**src/rtl/mc_core_seq_pkg.sv**
```systemverilog
// mc_core_seq_pkg: shared definitions for the multi-cycle core sequencer.
//   - state_e  : sequencer state encoding (3 bits)
//   - CAUSE_*  : mcause codes raised by the sequencer
//   - XLEN_DEF : default datapath / PC width, INST_W: instruction width
//   - mem_cause: picks the load or store access-fault code
package mc_core_seq_pkg;

  localparam int XLEN_DEF = 32;
  localparam int INST_W   = 32;

  typedef enum logic [2:0] {
    S_FETCH    = 3'd0,
    S_IF_WAIT  = 3'd1,
    S_EXEC     = 3'd2,
    S_MEM      = 3'd3,
    S_MEM_WAIT = 3'd4,
    S_WB       = 3'd5,
    S_TRAP     = 3'd6,
    S_HALT     = 3'd7
  } state_e;

  localparam logic [3:0] CAUSE_IF_FAULT = 4'd1;
  localparam logic [3:0] CAUSE_ILLEGAL  = 4'd2;
  localparam logic [3:0] CAUSE_LD_FAULT = 4'd5;
  localparam logic [3:0] CAUSE_ST_FAULT = 4'd7;

  function automatic logic [3:0] mem_cause(input logic is_store);
    return is_store ? CAUSE_ST_FAULT : CAUSE_LD_FAULT;
  endfunction

endpackage

```
**src/rtl/seq_timeout_cnt.sv**
```systemverilog
// seq_timeout_cnt: response-wait watchdog.
//   clk, rst_n : clock, async active-low reset
//   clr        : restart the count (request accepted this cycle)
//   en         : a wait cycle is in progress
//   expire     : this is the TIMEOUT-th wait cycle; TIMEOUT=0 never expires
module seq_timeout_cnt #(
  parameter int TIMEOUT = 255
) (
  input  logic clk,
  input  logic rst_n,
  input  logic clr,
  input  logic en,
  output logic expire
);

  localparam int W = (TIMEOUT < 2) ? 1 : $clog2(TIMEOUT);
  // Value held during the last allowed wait cycle.
  localparam logic [W-1:0] LAST = (TIMEOUT == 0) ? '0 : W'(TIMEOUT - 1);

  logic [W-1:0] cnt;

  // Saturates at LAST so a stalled consumer never sees the count wrap.
  always_ff @(posedge clk or negedge rst_n) begin
    if (!rst_n)                  cnt <= '0;
    else if (clr)                cnt <= '0;
    else if (en && cnt != LAST)  cnt <= cnt + 1'b1;
  end

  assign expire = (TIMEOUT != 0) && en && (cnt == LAST);

endmodule

```
**src/rtl/mc_core_seq.sv**
```systemverilog
// mc_core_seq: multi-cycle core sequencer. Owns PC and instruction register,
// steps FETCH -> IF_WAIT -> EXEC -> [MEM -> MEM_WAIT] -> WB over valid/ready
// buses, raises traps on bus errors, illegal decode or wait timeouts, and
// counts retired instructions.
//   clk_i/rst_i        : clock, async active-low reset
//   ifu_*              : fetch request/response handshake, inst_i data
//   inst_o             : instruction register (drives idu)
//   dec_*              : idu class flags and write enables for inst_o
//   npc_i, mtvec_i     : next PC from exu, trap vector from csr
//   lsu_*              : memory request/response handshake
//   pc_o               : current PC / fetch address
//   reg_we_o, csr_we_o : one-cycle write strobes in WB
//   trap_*             : one-cycle trap strobe with cause and faulting PC
//   halt_o             : sticky ebreak halt
//   minstret_o         : retired instruction count
module mc_core_seq
  import mc_core_seq_pkg::*;
#(
  parameter int              XLEN     = XLEN_DEF,
  parameter logic [XLEN-1:0] RESET_PC = 32'h8000_0000,
  parameter int              TIMEOUT  = 255,
  parameter int              CNT_W    = 64
) (
  input  logic              clk_i,
  input  logic              rst_i,
  output logic              ifu_req_valid_o,
  input  logic              ifu_req_ready_i,
  input  logic              ifu_resp_valid_i,
  input  logic              ifu_resp_err_i,
  input  logic [INST_W-1:0] inst_i,
  output logic [INST_W-1:0] inst_o,
  input  logic              dec_is_load_i,
  input  logic              dec_is_store_i,
  input  logic              dec_is_ebreak_i,
  input  logic              dec_illegal_i,
  input  logic              dec_wenReg_i,
  input  logic              dec_wenCsr_i,
  input  logic [XLEN-1:0]   npc_i,
  input  logic [XLEN-1:0]   mtvec_i,
  output logic              lsu_req_valid_o,
  input  logic              lsu_req_ready_i,
  input  logic              lsu_resp_valid_i,
  input  logic              lsu_resp_err_i,
  output logic [XLEN-1:0]   pc_o,
  output logic              reg_we_o,
  output logic              csr_we_o,
  output logic              trap_o,
  output logic [3:0]        trap_cause_o,
  output logic [XLEN-1:0]   trap_epc_o,
  output logic              halt_o,
  output logic [CNT_W-1:0]  minstret_o
);

  state_e              state;
  logic [XLEN-1:0]     pc;
  logic [INST_W-1:0]   ir;
  logic                ifu_req, lsu_req;
  logic                reg_we, csr_we, trap, halt;
  logic [3:0]          cause;
  logic [XLEN-1:0]     epc;
  logic [CNT_W-1:0]    minstret;
  logic                is_store;
  logic                tmo_clr, tmo_en, tmo_expire;

  // Restart the watchdog on the accepting edge so the first wait cycle sees 0.
  assign tmo_clr = (ifu_req & ifu_req_ready_i) | (lsu_req & lsu_req_ready_i);
  assign tmo_en  = (state == S_IF_WAIT) || (state == S_MEM_WAIT);

  seq_timeout_cnt #(.TIMEOUT(TIMEOUT)) u_tmo (
    .clk    (clk_i),
    .rst_n  (rst_i),
    .clr    (tmo_clr),
    .en     (tmo_en),
    .expire (tmo_expire)
  );

  // Request valids are registers so reset drops them asynchronously. Coming
  // out of reset the first FETCH cycle launches the request, then it holds.
  always_ff @(posedge clk_i or negedge rst_i) begin
    if (!rst_i) begin
      state    <= S_FETCH;
      pc       <= RESET_PC;
      ir       <= '0;
      ifu_req  <= 1'b0;
      lsu_req  <= 1'b0;
      reg_we   <= 1'b0;
      csr_we   <= 1'b0;
      trap     <= 1'b0;
      cause    <= '0;
      epc      <= '0;
      halt     <= 1'b0;
      minstret <= '0;
      is_store <= 1'b0;
    end else begin
      // strobes and trap info live for exactly one cycle
      reg_we <= 1'b0;
      csr_we <= 1'b0;
      trap   <= 1'b0;
      cause  <= '0;
      epc    <= '0;
      case (state)
        S_FETCH: begin
          if (!ifu_req) ifu_req <= 1'b1;
          else if (ifu_req_ready_i) begin
            ifu_req <= 1'b0;
            state   <= S_IF_WAIT;
          end
        end
        S_IF_WAIT: begin
          // a response in the expiring cycle still wins
          if (ifu_resp_valid_i) begin
            if (ifu_resp_err_i) begin
              trap  <= 1'b1;
              cause <= CAUSE_IF_FAULT;
              epc   <= pc;
              state <= S_TRAP;
            end else begin
              ir    <= inst_i;
              state <= S_EXEC;
            end
          end else if (tmo_expire) begin
            trap  <= 1'b1;
            cause <= CAUSE_IF_FAULT;
            epc   <= pc;
            state <= S_TRAP;
          end
        end
        S_EXEC: begin
          if (dec_illegal_i || (dec_is_load_i && dec_is_store_i)) begin
            trap  <= 1'b1;
            cause <= CAUSE_ILLEGAL;
            epc   <= pc;
            state <= S_TRAP;
          end else if (dec_is_ebreak_i) begin
            halt     <= 1'b1;
            minstret <= minstret + 1'b1;
            state    <= S_HALT;
          end else if (dec_is_load_i || dec_is_store_i) begin
            is_store <= dec_is_store_i;
            lsu_req  <= 1'b1;
            state    <= S_MEM;
          end else begin
            reg_we <= dec_wenReg_i;
            csr_we <= dec_wenCsr_i;
            state  <= S_WB;
          end
        end
        S_MEM: begin
          if (lsu_req_ready_i) begin
            lsu_req <= 1'b0;
            state   <= S_MEM_WAIT;
          end
        end
        S_MEM_WAIT: begin
          if (lsu_resp_valid_i) begin
            if (lsu_resp_err_i) begin
              trap  <= 1'b1;
              cause <= mem_cause(is_store);
              epc   <= pc;
              state <= S_TRAP;
            end else begin
              reg_we <= dec_wenReg_i & ~is_store;
              csr_we <= dec_wenCsr_i;
              state  <= S_WB;
            end
          end else if (tmo_expire) begin
            trap  <= 1'b1;
            cause <= mem_cause(is_store);
            epc   <= pc;
            state <= S_TRAP;
          end
        end
        S_WB: begin
          pc       <= npc_i;
          minstret <= minstret + 1'b1;
          ifu_req  <= 1'b1;
          state    <= S_FETCH;
        end
        S_TRAP: begin
          pc      <= mtvec_i;
          ifu_req <= 1'b1;
          state   <= S_FETCH;
        end
        S_HALT: ;
        default: state <= S_FETCH;
      endcase
    end
  end

  assign ifu_req_valid_o = ifu_req;
  assign lsu_req_valid_o = lsu_req;
  assign inst_o          = ir;
  assign pc_o            = pc;
  assign reg_we_o        = reg_we;
  assign csr_we_o        = csr_we;
  assign trap_o          = trap;
  assign trap_cause_o    = cause;
  assign trap_epc_o      = epc;
  assign halt_o          = halt;
  assign minstret_o      = minstret;

endmodule

```
**config.mk**
```make
export PLATFORM = sky130hd
export DESIGN_NAME = mc_core_seq
export DESIGN_NICKNAME = d
export VERILOG_FILES = /design/src/rtl/mc_core_seq_pkg.sv /design/src/rtl/seq_timeout_cnt.sv /design/src/rtl/mc_core_seq.sv
export SDC_FILE = /design/constraint.sdc
export NUM_CORES = 1
export LEC_CHECK = 0
export CELL_PAD_IN_SITES_DETAIL_PLACEMENT = 2
export CELL_PAD_IN_SITES_GLOBAL_PLACEMENT = 2
export CORE_UTILIZATION = 28
export DETAILED_ROUTE_END_ITERATION = 10
export PLACE_DENSITY = 0.78
export SLEW_MARGIN = 20
export SYNTH_ARGS = -nofsm -noshare
export SYNTH_HDL_FRONTEND = slang
export SYNTH_SLANG_ARGS = --single-unit
```
**constraint.sdc**
```tcl
create_clock -name clk_i -period 2.8 [get_ports clk_i]
set_clock_uncertainty 0.05 [all_clocks]
set_input_delay 0.42 -clock clk_i [delete_from_list [all_inputs] [get_ports clk_i]]
set_output_delay 0.42 -clock clk_i [all_outputs]
set_load 0.01 [all_outputs]
```
# Word-level counts from Yosys, hierarchy flattened
# Cells that the tools add are included.
# totals
wordCells	120
ff_bits	182
out_inout_bits	170
input_bits	110
# op_classes
reduce_logical	20
eq_ne	15
n_addsub	2
bitwise_logic	8
n_mux	61
# ops
cell	n
$mux W32	6
$mux W64	2
$pmux W64 S2	1
$pmux W32 S3	1
$add A64 B1 Y64 const B	1
$pmux W32 S2	1
$mux W3	12
$mux W1	24
$pmux W3 S6	1
$mux W8	2
$ne A2 B2 Y1 const B	7
$pmux W4 S3	1
$reduce_bool A2 Y1	5
$eq A3 B3 Y1 const B	3
$reduce_and A3 Y1	3
$add A8 B1 Y8 const B	1
$eq A8 B8 Y1 const B	1
$mux W4	2
$ne A8 B8 Y1 const B	1
$pmux W1 S2	4
$reduce_and A4 Y1	2
$eq A3 B2 Y1 const B	2
$mux W2	3
$reduce_bool A6 Y1	1
other kinds (10)	19

# Logic depth before layout (Yosys ltp)
# Gate-level depths: netlist of the first run.
# depth
word_depth	6
depth_mapped	8
mapped_depth_nobuf	7

# Cells and area by module
# A second synthesis of the first run with hierarchy kept.
# unflattened
cells_unflattened	710
hier_area_um2	8180.3
# by_module_without_submodules
module	seq_area_each_um2	cells_each	area_each_um2	n_inst
mc_core_seq	4330.4	663	7681.1	1
seq_timeout_cnt	200.2	47	499.2	1

# Worst setup path before layout of the first run
# No wires, ideal clock.
# synth_path
path_kind	flip-flop to flip-flop
startpoint	register minstret[4] (netlist: minstret_o[4])
endpoint	register minstret[35] (netlist: minstret_o[35])
stages_incl_launch_ff	6
path_buffers	0
slack_ps	773
synth_period_minus_slack_ps	2027
arrival_ps	1846
setup_time_ps	131
required_ps	2619
path_cell_list	dfrtp_1 -> nand4_2 -> or4_4 -> or3_4 -> nand4b_1 -> xnor2_1
# synth_via
elab_chain_len	4
# synth_lines
item	line_no	text
from (decl)	mc_core_seq.sv:61	logic [CNT_W-1:0] minstret;
from (signal assigned)	mc_core_seq.sv:136	minstret <= minstret + 1'b1;
from (signal assigned)	mc_core_seq.sv:175	minstret <= minstret + 1'b1;
$add A64 B1 Y64 *	mc_core_seq.sv:136, mc_core_seq.sv:175	
$mux W64	mc_core_seq.sv:134	end else if (dec_is_ebreak_i) begin
$mux W64	mc_core_seq.sv:129	if (dec_illegal_i || (dec_is_load_i && dec_is_store_i)) begin
$pmux W64 S2 *	mc_core_seq.sv:101	case (state)
# Every way passes the cells marked *; elsewhere a longest branch is shown, timed or not. The select of a mux whose other input is x is not followed.
# A chain may end at the register's enable or synchronous reset.

# Worst setup path in the final report of the first run
# layout_path
startpoint	register minstret[4] (netlist: minstret_o[4])
endpoint	register minstret[62] (netlist: minstret_o[62])
# The elaborated chain is that of the path after synthesis.

==> metrics.txt, run 1 <==
# TYPE chip_impl_metric gauge
chip_impl_metric{name="ff2ff_path_depth",unit=""} 6
chip_impl_info{name="worst_hold_path_type",value="reg -> reg"} 1
chip_impl_metric{name="yosysSeqAreaShare",unit="%"} 57.4
chip_impl_metric{name="drt_first_pass_iters",unit=""} 4
chip_impl_metric{name="initial_antenna_violation_count",unit=""} 0
chip_impl_metric{name="powerDensity",unit="nW/µm²"} 835
chip_impl_metric{name="synth_compound_area_share",unit="%"} 4.20
chip_impl_info{name="synth-main-ff-cell",value="sky130_fd_sc_hd__dfrtp_1"} 1
chip_impl_info{name="timing.critical_path.to_type",value="flip-flop"} 1
chip_impl_metric{name="post_synth_fa_ha_maj_area_fraction",unit="%"} 0.476
chip_impl_info{name="crit_path_start",value="minstret_o[4]"} 1
chip_impl_metric{name="critical_path.max_fanout",unit=""} 13
chip_impl_metric{name="syn_avg_cell_area",unit="µm²"} 11.8
chip_impl_metric{name="synth_cell_types",unit=""} 57
chip_impl_info{name="r2r-end",value="minstret_o[62]"} 1
chip_impl_metric{name="grt_overflow",unit=""} 0
chip_impl_metric{name="dp_slack",unit="ps"} 185
chip_impl_metric{name="clock_power_share",unit="%"} 25.4
chip_impl_metric{name="grt_usage",unit="%"} 18.5
chip_impl_metric{name="switching_share",unit="%"} 33.7
chip_impl_metric{name="synth_edf_count",unit=""} 0
chip_impl_metric{name="comb_power_share",unit="%"} 36.1
chip_impl_metric{name="total_power",unit="mW"} 9.87
chip_impl_info{name="clock-root-buffer",value="sky130_fd_sc_hd__clkbuf_16"} 1
chip_impl_metric{name="detail_route.wl_per_cell",unit="µm"} 19.1
chip_impl_metric{name="clk_pin_slew_worst_setup_hold_paths",unit="ps"} 80
chip_impl_metric{name="fin_crit",unit="ps"} 2310
chip_impl_metric{name="period_share",unit="%"} 82.5
chip_impl_metric{name="via_per_inst",unit=""} 4.65
chip_impl_metric{name="leakage",unit="nW"} 5.16
chip_impl_metric{name="drt_wl_total",unit="mm"} 25.8
chip_impl_metric{name="grt_pass1_wl",unit="mm"} 40.7
chip_impl_metric{name="worst-r2r-setup-slack",unit="ps"} 490
chip_impl_metric{name="ir_worst_vdd",unit="mV"} 0.389
chip_impl_metric{name="final_max_slew_viol_count",unit=""} 0
chip_impl_metric{name="io_pins",unit=""} 280
chip_impl_metric{name="report.final.setup_viol",unit=""} 0
chip_impl_info{name="worst_r2r_startpoint",value="minstret_o[4]"} 1
chip_impl_metric{name="placement_rows",unit=""} 61
chip_impl_metric{name="clock_latency",unit="ps"} 440
chip_impl_metric{name="layout.filler_cells",unit=""} 2901
chip_impl_metric{name="tritoncts_num_sinks",unit=""} 181
chip_impl_metric{name="async_flop_share",unit="%"} 100
chip_impl_metric{name="holdWs",unit="ps"} 441
chip_impl_metric{name="postCtsResizedCells",unit=""} 0
chip_impl_metric{name="synth_nets",unit=""} 782
chip_impl_metric{name="yosysWarnings",unit=""} 0
chip_impl_metric{name="cts_max_level",unit=""} 4
chip_impl_metric{name="finish.net_count",unit=""} 1069
chip_impl_metric{name="cts_inserted_buffers",unit=""} 17
chip_impl_metric{name="post_route_cells_drive_above_1_share",unit="%"} 12.3
chip_impl_info{name="grt_setup_unrepaired",value="no"} 1
chip_impl_metric{name="grt_max_degree",unit=""} 66
chip_impl_info{name="outcome",value="finished, final reports clean"} 1
chip_impl_metric{name="synth_xor_area_share",unit="%"} 8.22
chip_impl_metric{name="cts_hold_buf",unit=""} 1
chip_impl_metric{name="die_w",unit="µm"} 170
chip_impl_metric{name="finalSetupTns",unit="ps"} 0
chip_impl_metric{name="max-cap-violations",unit=""} 0
chip_impl_metric{name="fmax",unit="MHz"} 433
chip_impl_metric{name="cp_data_arrival_time",unit="ps"} 2600
chip_impl_info{name="most_common_cell_after_layout_fill_and_taps_aside",value="sky130_fd_sc_hd__clkdlybuf4s50_1"} 1
chip_impl_metric{name="syn_area",unit="µm²"} 7890
chip_impl_metric{name="setup_ws",unit="ps"} 489
chip_impl_metric{name="vias",unit=""} 6268
chip_impl_metric{name="syn2layout_area_growth",unit="%"} 49.9
chip_impl_metric{name="ant_nets",unit=""} 0
chip_impl_metric{name="initial_core_util",unit="%"} 28.4
chip_impl_metric{name="die_h",unit="µm"} 170
chip_impl_metric{name="fin_area",unit="µm²"} 11800
chip_impl_metric{name="detail_route.iter0.violations",unit=""} 229
chip_impl_metric{name="flop_pwr_share",unit="%"} 38.5
chip_impl_info{name="critPathKind",value="reg -> reg"} 1
chip_impl_metric{name="p_int",unit="mW"} 6.54
chip_impl_metric{name="netSwitchingPower",unit="mW"} 3.33
chip_impl_metric{name="hpwl",unit="mm"} 19.2
chip_impl_metric{name="hold_violations",unit=""} 0
chip_impl_metric{name="core_box_area",unit="µm²"} 27800
chip_impl_metric{name="grt_pass1_vias",unit=""} 7023
chip_impl_metric{name="worst-slew-pin-transition",unit="ps"} 625
chip_impl_metric{name="synth_seq_cells",unit=""} 181
chip_impl_info{name="highest_count_cells_in_the_layout_ignoring_fill_and_taps",value="sky130_fd_sc_hd__clkdlybuf4s50_1 (277), sky130_fd_sc_hd__dfrtp_1 (180), sky130_fd_sc_hd__nand2_1 (67), sky130_fd_sc_hd__xor2_1 (44), sky130_fd_sc_hd__o21ai_0 (36)"} 1
chip_impl_metric{name="remaining_drc_errors",unit=""} 0
chip_impl_metric{name="synth_mux_area_share",unit="%"} 8.92
chip_impl_metric{name="slew-limit-headroom",unit="%"} 58.2
chip_impl_metric{name="diodes",unit=""} 0
chip_impl_metric{name="gp_congestion",unit=""} 0.755
chip_impl_info{name="cp-endpoint",value="minstret_o[62]"} 1
chip_impl_metric{name="synthCells",unit=""} 669
chip_impl_metric{name="synth_simple_gate_area_share",unit="%"} 18.3
chip_impl_info{name="setup.worst_path.start_class",value="flip-flop"} 1
chip_impl_metric{name="cp.required",unit="ps"} 3090
chip_impl_metric{name="buffer_ports.inserted",unit=""} 278
chip_impl_info{name="synth_top_family_by_area",value="simple AND/OR/NAND/NOR gates"} 1
chip_impl_metric{name="max-clock-path-buffers",unit=""} 2
chip_impl_metric{name="post_cts_setup_buffer_count",unit=""} 0
chip_impl_metric{name="placed_area",unit="µm²"} 11200
chip_impl_metric{name="floorplan.die_area",unit="µm²"} 28800
chip_impl_info{name="tritoncts_clock_tree",value="done"} 1
-- per-layer routing --
| metal | share of wire (%) | global-route usage (%) | vias to the layer above |
|---|---|---|---|
| met3 | 8.5 | 6.40 | 22 |
| met4 | 1.1 | 4.97 | 0 |
| met5 | 0 | 0 | - |
| met2 | 51 | 31.9 | 202 |
| li1 | - | - | 2868 |
| met1 | 40 | 21.8 | 3176 |
-- state kept, by name, summed over array words and instances, names as in the netlist, 3 cells and up --
name,count
inst_o,32
minstret_o,64
pc_o,32
state,3
trap_cause_o,3
trap_epc_o,32
u_tmo.cnt,8
-- synthesized netlist by cell type (2+ instances only) --
cell type | n | share of area, %
sky130_fd_sc_hd__nand4_1 | 15 | 1.2
sky130_fd_sc_hd__ha_1 | 3 | 0.48
sky130_fd_sc_hd__nand2_1 | 68 | 3.2
sky130_fd_sc_hd__nor4_2 | 7 | 1.1
sky130_fd_sc_hd__nand3b_1 | 3 | 0.29
sky130_fd_sc_hd__o31ai_1 | 3 | 0.29
sky130_fd_sc_hd__a21oi_1 | 3 | 0.19
sky130_fd_sc_hd__nor3_2 | 12 | 1.5
sky130_fd_sc_hd__a211oi_1 | 2 | 0.19
sky130_fd_sc_hd__nand2b_1 | 2 | 0.16
sky130_fd_sc_hd__xnor2_1 | 30 | 3.3
sky130_fd_sc_hd__clkbuf_1 | 15 | 0.71
sky130_fd_sc_hd__nor2_1 | 28 | 1.3
sky130_fd_sc_hd__buf_2 | 6 | 0.38
sky130_fd_sc_hd__buf_4 | 4 | 0.38
sky130_fd_sc_hd__and2_1 | 33 | 2.6
sky130_fd_sc_hd__buf_1 | 2 | 0.095
sky130_fd_sc_hd__a31oi_1 | 2 | 0.16
sky130_fd_sc_hd__and4_1 | 5 | 0.56
sky130_fd_sc_hd__nor2b_1 | 2 | 0.16
sky130_fd_sc_hd__nand3_2 | 2 | 0.25
sky130_fd_sc_hd__or4_4 | 2 | 0.29
sky130_fd_sc_hd__and3_1 | 8 | 0.63
sky130_fd_sc_hd__mux2_2 | 34 | 4.9
sky130_fd_sc_hd__dfrtp_1 | 180 | 57
sky130_fd_sc_hd__mux2i_1 | 32 | 4.1
sky130_fd_sc_hd__xor2_1 | 44 | 4.9
sky130_fd_sc_hd__inv_1 | 15 | 0.71
sky130_fd_sc_hd__nor4_1 | 6 | 0.48
sky130_fd_sc_hd__o21ai_0 | 36 | 2.3
sky130_fd_sc_hd__nand4b_1 | 2 | 0.22
sky130_fd_sc_hd__nand3_1 | 26 | 1.6
sky130_fd_sc_hd__nor3_1 | 13 | 0.82
-- through the flow --
step | instances | utilization, %
finish | 1347 | 42.5
global route | 1347 | 42.5
CTS | 1347 | 42.5
detailed placement | 1314 | 40.3
global placement | 1314 | 40.3
floorplan | 669 | -
-- cells by family (layout without fill, tap and decap cells) --
| kind of cell | Yosys count | count (layout) |
|---|---|---|
| fa+ha+maj | 3 | 3 |
| mux | 66 | 66 |
| xor+xnor | 74 | 74 |
| flops | 181 | 181 |
| other cells | 1 | 1 |
| buf+inv | 43 | 343 |
| simple gates | 246 | 246 |
| compound gates | 55 | 55 |
-- how the worst min path moves through the flow --
stage / slack, ps / depth (start not counted) / to / from
floorplan: 70 / 0 / csr_we_o / rst_i
CTS: 450 / 2 / pc_o[31] / pc_o[31]
finish: 440 / 1 / minstret_o[63] / minstret_o[63]
detailed placement: 420 / 1 / minstret_o[24] / rst_i
global route: 450 / 1 / minstret_o[63] / minstret_o[63]
global placement: 420 / 1 / minstret_o[24] / rst_i
-- critical path: stages, from the launching register on --
cell and delay [ps]:
sky130_fd_sc_hd__dfrtp_1 500, sky130_fd_sc_hd__nand4_2 240, sky130_fd_sc_hd__nor4_2 360, sky130_fd_sc_hd__buf_4 190
sky130_fd_sc_hd__nand3_2 300, sky130_fd_sc_hd__nor4_2 400, sky130_fd_sc_hd__xor2_1 180
-- layout make-up --
cell class	count	area [µm²]	area share [%]
sequential	181	4530	38.3
multi-input combinational	445	3170	26.8
timing repair buffer	296	2990	25.3
tap	378	473	4.00
clock buffer	19	453	3.83
clock inverter	13	153	1.29
inverter	15	56.3	0.476
-- power by group through the flow --
stage	Combinational [mW]	Sequential [mW]	Clock [mW]
floorplan	1.23	4.04	0
global placement	3.49	3.79	0
detailed placement	3.60	3.86	0
CTS	3.64	3.82	2.58
global route	3.88	3.90	2.67
finish	3.57	3.80	2.50
Power figures use the tool's default switching activity.
==> run 2, diff against run 1 <==
==> constraint.sdc (replaced) <==
create_clock -name clk_i -period 2.4 [get_ports clk_i]
set_clock_uncertainty 0.05 [all_clocks]
set_input_delay 0.36 -clock clk_i [delete_from_list [all_inputs] [get_ports clk_i]]
set_output_delay 0.36 -clock clk_i [all_outputs]
set_load 0.01 [all_outputs]
==> run 2 against run 1 <==
  * Utilization up 0.12 points
  * Wire length down 0.39%
  * Clock-buffer cell count is 1 lower
  * Maximum frequency grew 5.9%
  * Critical path type unchanged
  * Largest cell class unchanged
  * Largest power group unchanged
  * Highest routed layer unchanged
==> metrics.txt, run 2 (synthesis results as in run 1) <==
# TYPE chip_impl_metric gauge
chip_impl_metric{name="cts_max_level",unit=""} 4
chip_impl_info{name="clock-root-buffer",value="sky130_fd_sc_hd__clkbuf_16"} 1
chip_impl_metric{name="ant_nets",unit=""} 0
chip_impl_metric{name="initial_antenna_violation_count",unit=""} 0
chip_impl_metric{name="post_route_cells_drive_above_1_share",unit="%"} 12.9
chip_impl_metric{name="crit_buf_inv",unit=""} 2
chip_impl_info{name="worstPathCellList",value="nand4_1 -> nor4_2 -> buf_4 -> nand4bb_1 -> buf_4 -> nor4_2 -> xor2_1"} 1
chip_impl_metric{name="placement_rows",unit=""} 61
chip_impl_metric{name="max-clock-path-buffers",unit=""} 2
chip_impl_metric{name="via_per_inst",unit=""} 4.62
chip_impl_info{name="setup.worst_path.start_class",value="flip-flop"} 1
chip_impl_metric{name="powerDensity",unit="nW/µm²"} 961
chip_impl_metric{name="dp_slack",unit="ps"} -91.2
chip_impl_metric{name="drt_wl_total",unit="mm"} 25.7
chip_impl_metric{name="setup_ws",unit="ps"} 218
chip_impl_metric{name="detail_route.iter0.violations",unit=""} 202
chip_impl_info{name="tritoncts_clock_tree",value="done"} 1
chip_impl_metric{name="vias",unit=""} 6259
chip_impl_metric{name="period_share",unit="%"} 90.9
chip_impl_metric{name="fin_area",unit="µm²"} 11900
chip_impl_metric{name="hold_violations",unit=""} 0
chip_impl_metric{name="worst-r2r-setup-slack",unit="ps"} 220
chip_impl_metric{name="grt_pass1_wl",unit="mm"} 40.4
chip_impl_metric{name="die_w",unit="µm"} 170
chip_impl_metric{name="slew-limit-headroom",unit="%"} 62.7
chip_impl_metric{name="worst-slew-pin-transition",unit="ps"} 555
chip_impl_metric{name="grt_pass1_vias",unit=""} 7085
chip_impl_metric{name="largest_reg_flops",unit=""} 64
chip_impl_metric{name="die_h",unit="µm"} 170
chip_impl_metric{name="hpwl",unit="mm"} 19.2
chip_impl_metric{name="report.final.setup_viol",unit=""} 0
chip_impl_info{name="grt_setup_unrepaired",value="no"} 1
chip_impl_metric{name="initial_core_util",unit="%"} 28.4
chip_impl_metric{name="drt_first_pass_iters",unit=""} 4
chip_impl_metric{name="critical_path.max_fanout",unit=""} 16
chip_impl_metric{name="finish.net_count",unit=""} 1076
chip_impl_metric{name="finalSetupTns",unit="ps"} 0
chip_impl_metric{name="syn2layout_area_growth",unit="%"} 50.3
chip_impl_info{name="highest_count_cells_in_the_layout_ignoring_fill_and_taps",value="sky130_fd_sc_hd__clkdlybuf4s50_1 (277), sky130_fd_sc_hd__dfrtp_1 (180), sky130_fd_sc_hd__nand2_1 (67), sky130_fd_sc_hd__xor2_1 (44), sky130_fd_sc_hd__o21ai_0 (36)"} 1
chip_impl_metric{name="worst_path_largest_cell_delay",unit="ps"} 430
chip_impl_metric{name="detail_route.wl_per_cell",unit="µm"} 19.0
chip_impl_metric{name="grt_usage",unit="%"} 18.3
chip_impl_metric{name="clock_latency",unit="ps"} 430
chip_impl_metric{name="gp_congestion",unit=""} 0.753
chip_impl_metric{name="ir_worst_vdd",unit="mV"} 0.447
chip_impl_metric{name="diodes",unit=""} 0
chip_impl_metric{name="fmax",unit="MHz"} 458
chip_impl_metric{name="remaining_drc_errors",unit=""} 0
chip_impl_metric{name="holdWs",unit="ps"} 415
chip_impl_info{name="critPathKind",value="reg -> reg"} 1
chip_impl_metric{name="leakage",unit="nW"} 5.18
chip_impl_metric{name="final_max_slew_viol_count",unit=""} 0
chip_impl_metric{name="buffer_ports.inserted",unit=""} 278
chip_impl_info{name="path_delay_family",value="simple AND/OR/NAND/NOR gates"} 1
chip_impl_metric{name="clk_pin_slew_worst_setup_hold_paths",unit="ps"} 80
chip_impl_info{name="timing.critical_path.to_type",value="flip-flop"} 1
chip_impl_info{name="crit_path_top_delay_cell",value="sky130_fd_sc_hd__dfrtp_1"} 1
chip_impl_info{name="worst_hold_path_type",value="in -> async"} 1
chip_impl_metric{name="core_box_area",unit="µm²"} 27800
chip_impl_metric{name="cts_inserted_buffers",unit=""} 17
chip_impl_info{name="outcome",value="finished, final reports clean"} 1
chip_impl_metric{name="io_pins",unit=""} 280
chip_impl_metric{name="placed_area",unit="µm²"} 11300
chip_impl_metric{name="fin_crit",unit="ps"} 2180
chip_impl_info{name="most_common_cell_after_layout_fill_and_taps_aside",value="sky130_fd_sc_hd__clkdlybuf4s50_1"} 1
chip_impl_metric{name="cp.required",unit="ps"} 2710
chip_impl_metric{name="grt_overflow",unit=""} 0
chip_impl_metric{name="grt_max_degree",unit=""} 65
chip_impl_metric{name="post_cts_setup_buffer_count",unit=""} 0
chip_impl_metric{name="floorplan.die_area",unit="µm²"} 28800
chip_impl_metric{name="tritoncts_num_sinks",unit=""} 181
chip_impl_metric{name="final_core_utilization",unit="%"} 42.7
chip_impl_metric{name="cp_data_arrival_time",unit="ps"} 2490
chip_impl_metric{name="max-cap-violations",unit=""} 0
[run 2: cell count changes in the layout (fill, tap and decap cells not counted)]
cell | previous run | this run
sky130_fd_sc_hd__buf_12 | 5 | 6
sky130_fd_sc_hd__buf_4 | 12 | 18
sky130_fd_sc_hd__bufinv_16 | 1 | 0
sky130_fd_sc_hd__clkbuf_8 | 3 | 2
sky130_fd_sc_hd__clkinv_4 | 2 | 6
sky130_fd_sc_hd__clkinv_8 | 1 | 0
sky130_fd_sc_hd__clkinvlp_4 | 0 | 1
sky130_fd_sc_hd__inv_6 | 5 | 2
sky130_fd_sc_hd__inv_8 | 4 | 5
[run 2: per-stage QoR]
step,power (mW),instances
floorplan,6.14,669
global placement,8.55,1321
detailed placement,8.75,1321
CTS,11.6,1354
global route,12.1,1354
finish,11.4,1354
[run 2: layout make-up]
class / count / area [µm²]
Clock buffer: 18 / 439
Multi-Input combinational cell: 445 / 3170
Sequential cell: 181 / 4530
Clock inverter: 14 / 134
Inverter: 15 / 56.3
Timing Repair Buffer: 303 / 3050
Fill cell: 2926 / 15900
Tap cell: 378 / 473
[run 2: power by group]
group / internal, mW / total, mW / switching (mW)
Sequential: 3.86 / 4.40 / 0.541
Clock: 1.41 / 2.77 / 1.36
Combinational: 2.27 / 4.22 / 1.95
Total: 7.54 / 11.4 / 3.85
[run 2: per-layer routing]
| metal | part of all wire (%) | global-route usage [%] | wire length (µm) | vias to the layer above |
|---|---|---|---|---|
| li1 | - | - | - | 2882 |
| met1 | 40 | 21.3 | 10200 | 3156 |
| met2 | 50 | 31.6 | 12900 | 203 |
| met3 | 8.6 | 6.93 | 2210 | 18 |
| met4 | 1.3 | 4.66 | 327 | 0 |
| met5 | 0 | 0 | 0 | - |
[run 2: worst paths after layout]
path / cells after the start / end / from
setup / recovery: 7 / minstret_o[59] / minstret_o[10]
hold / removal: 2 / minstret_o[30] / rst_i
setup reg to reg: 7 / minstret_o[59] / minstret_o[10]
hold reg to reg: 1 / halt_o / halt_o
max in group asynchronous: 3 / inst_o[30] / rst_i
min in group clk_i: 1 / halt_o / halt_o
[run 2: timing repair]
action / in CTS / in global routing
hold buffers: 1 / 0
resized for setup: 0 / 0
endpoints found under the hold margin: 46 / 0
setup endpoints to repair: 0 / 0
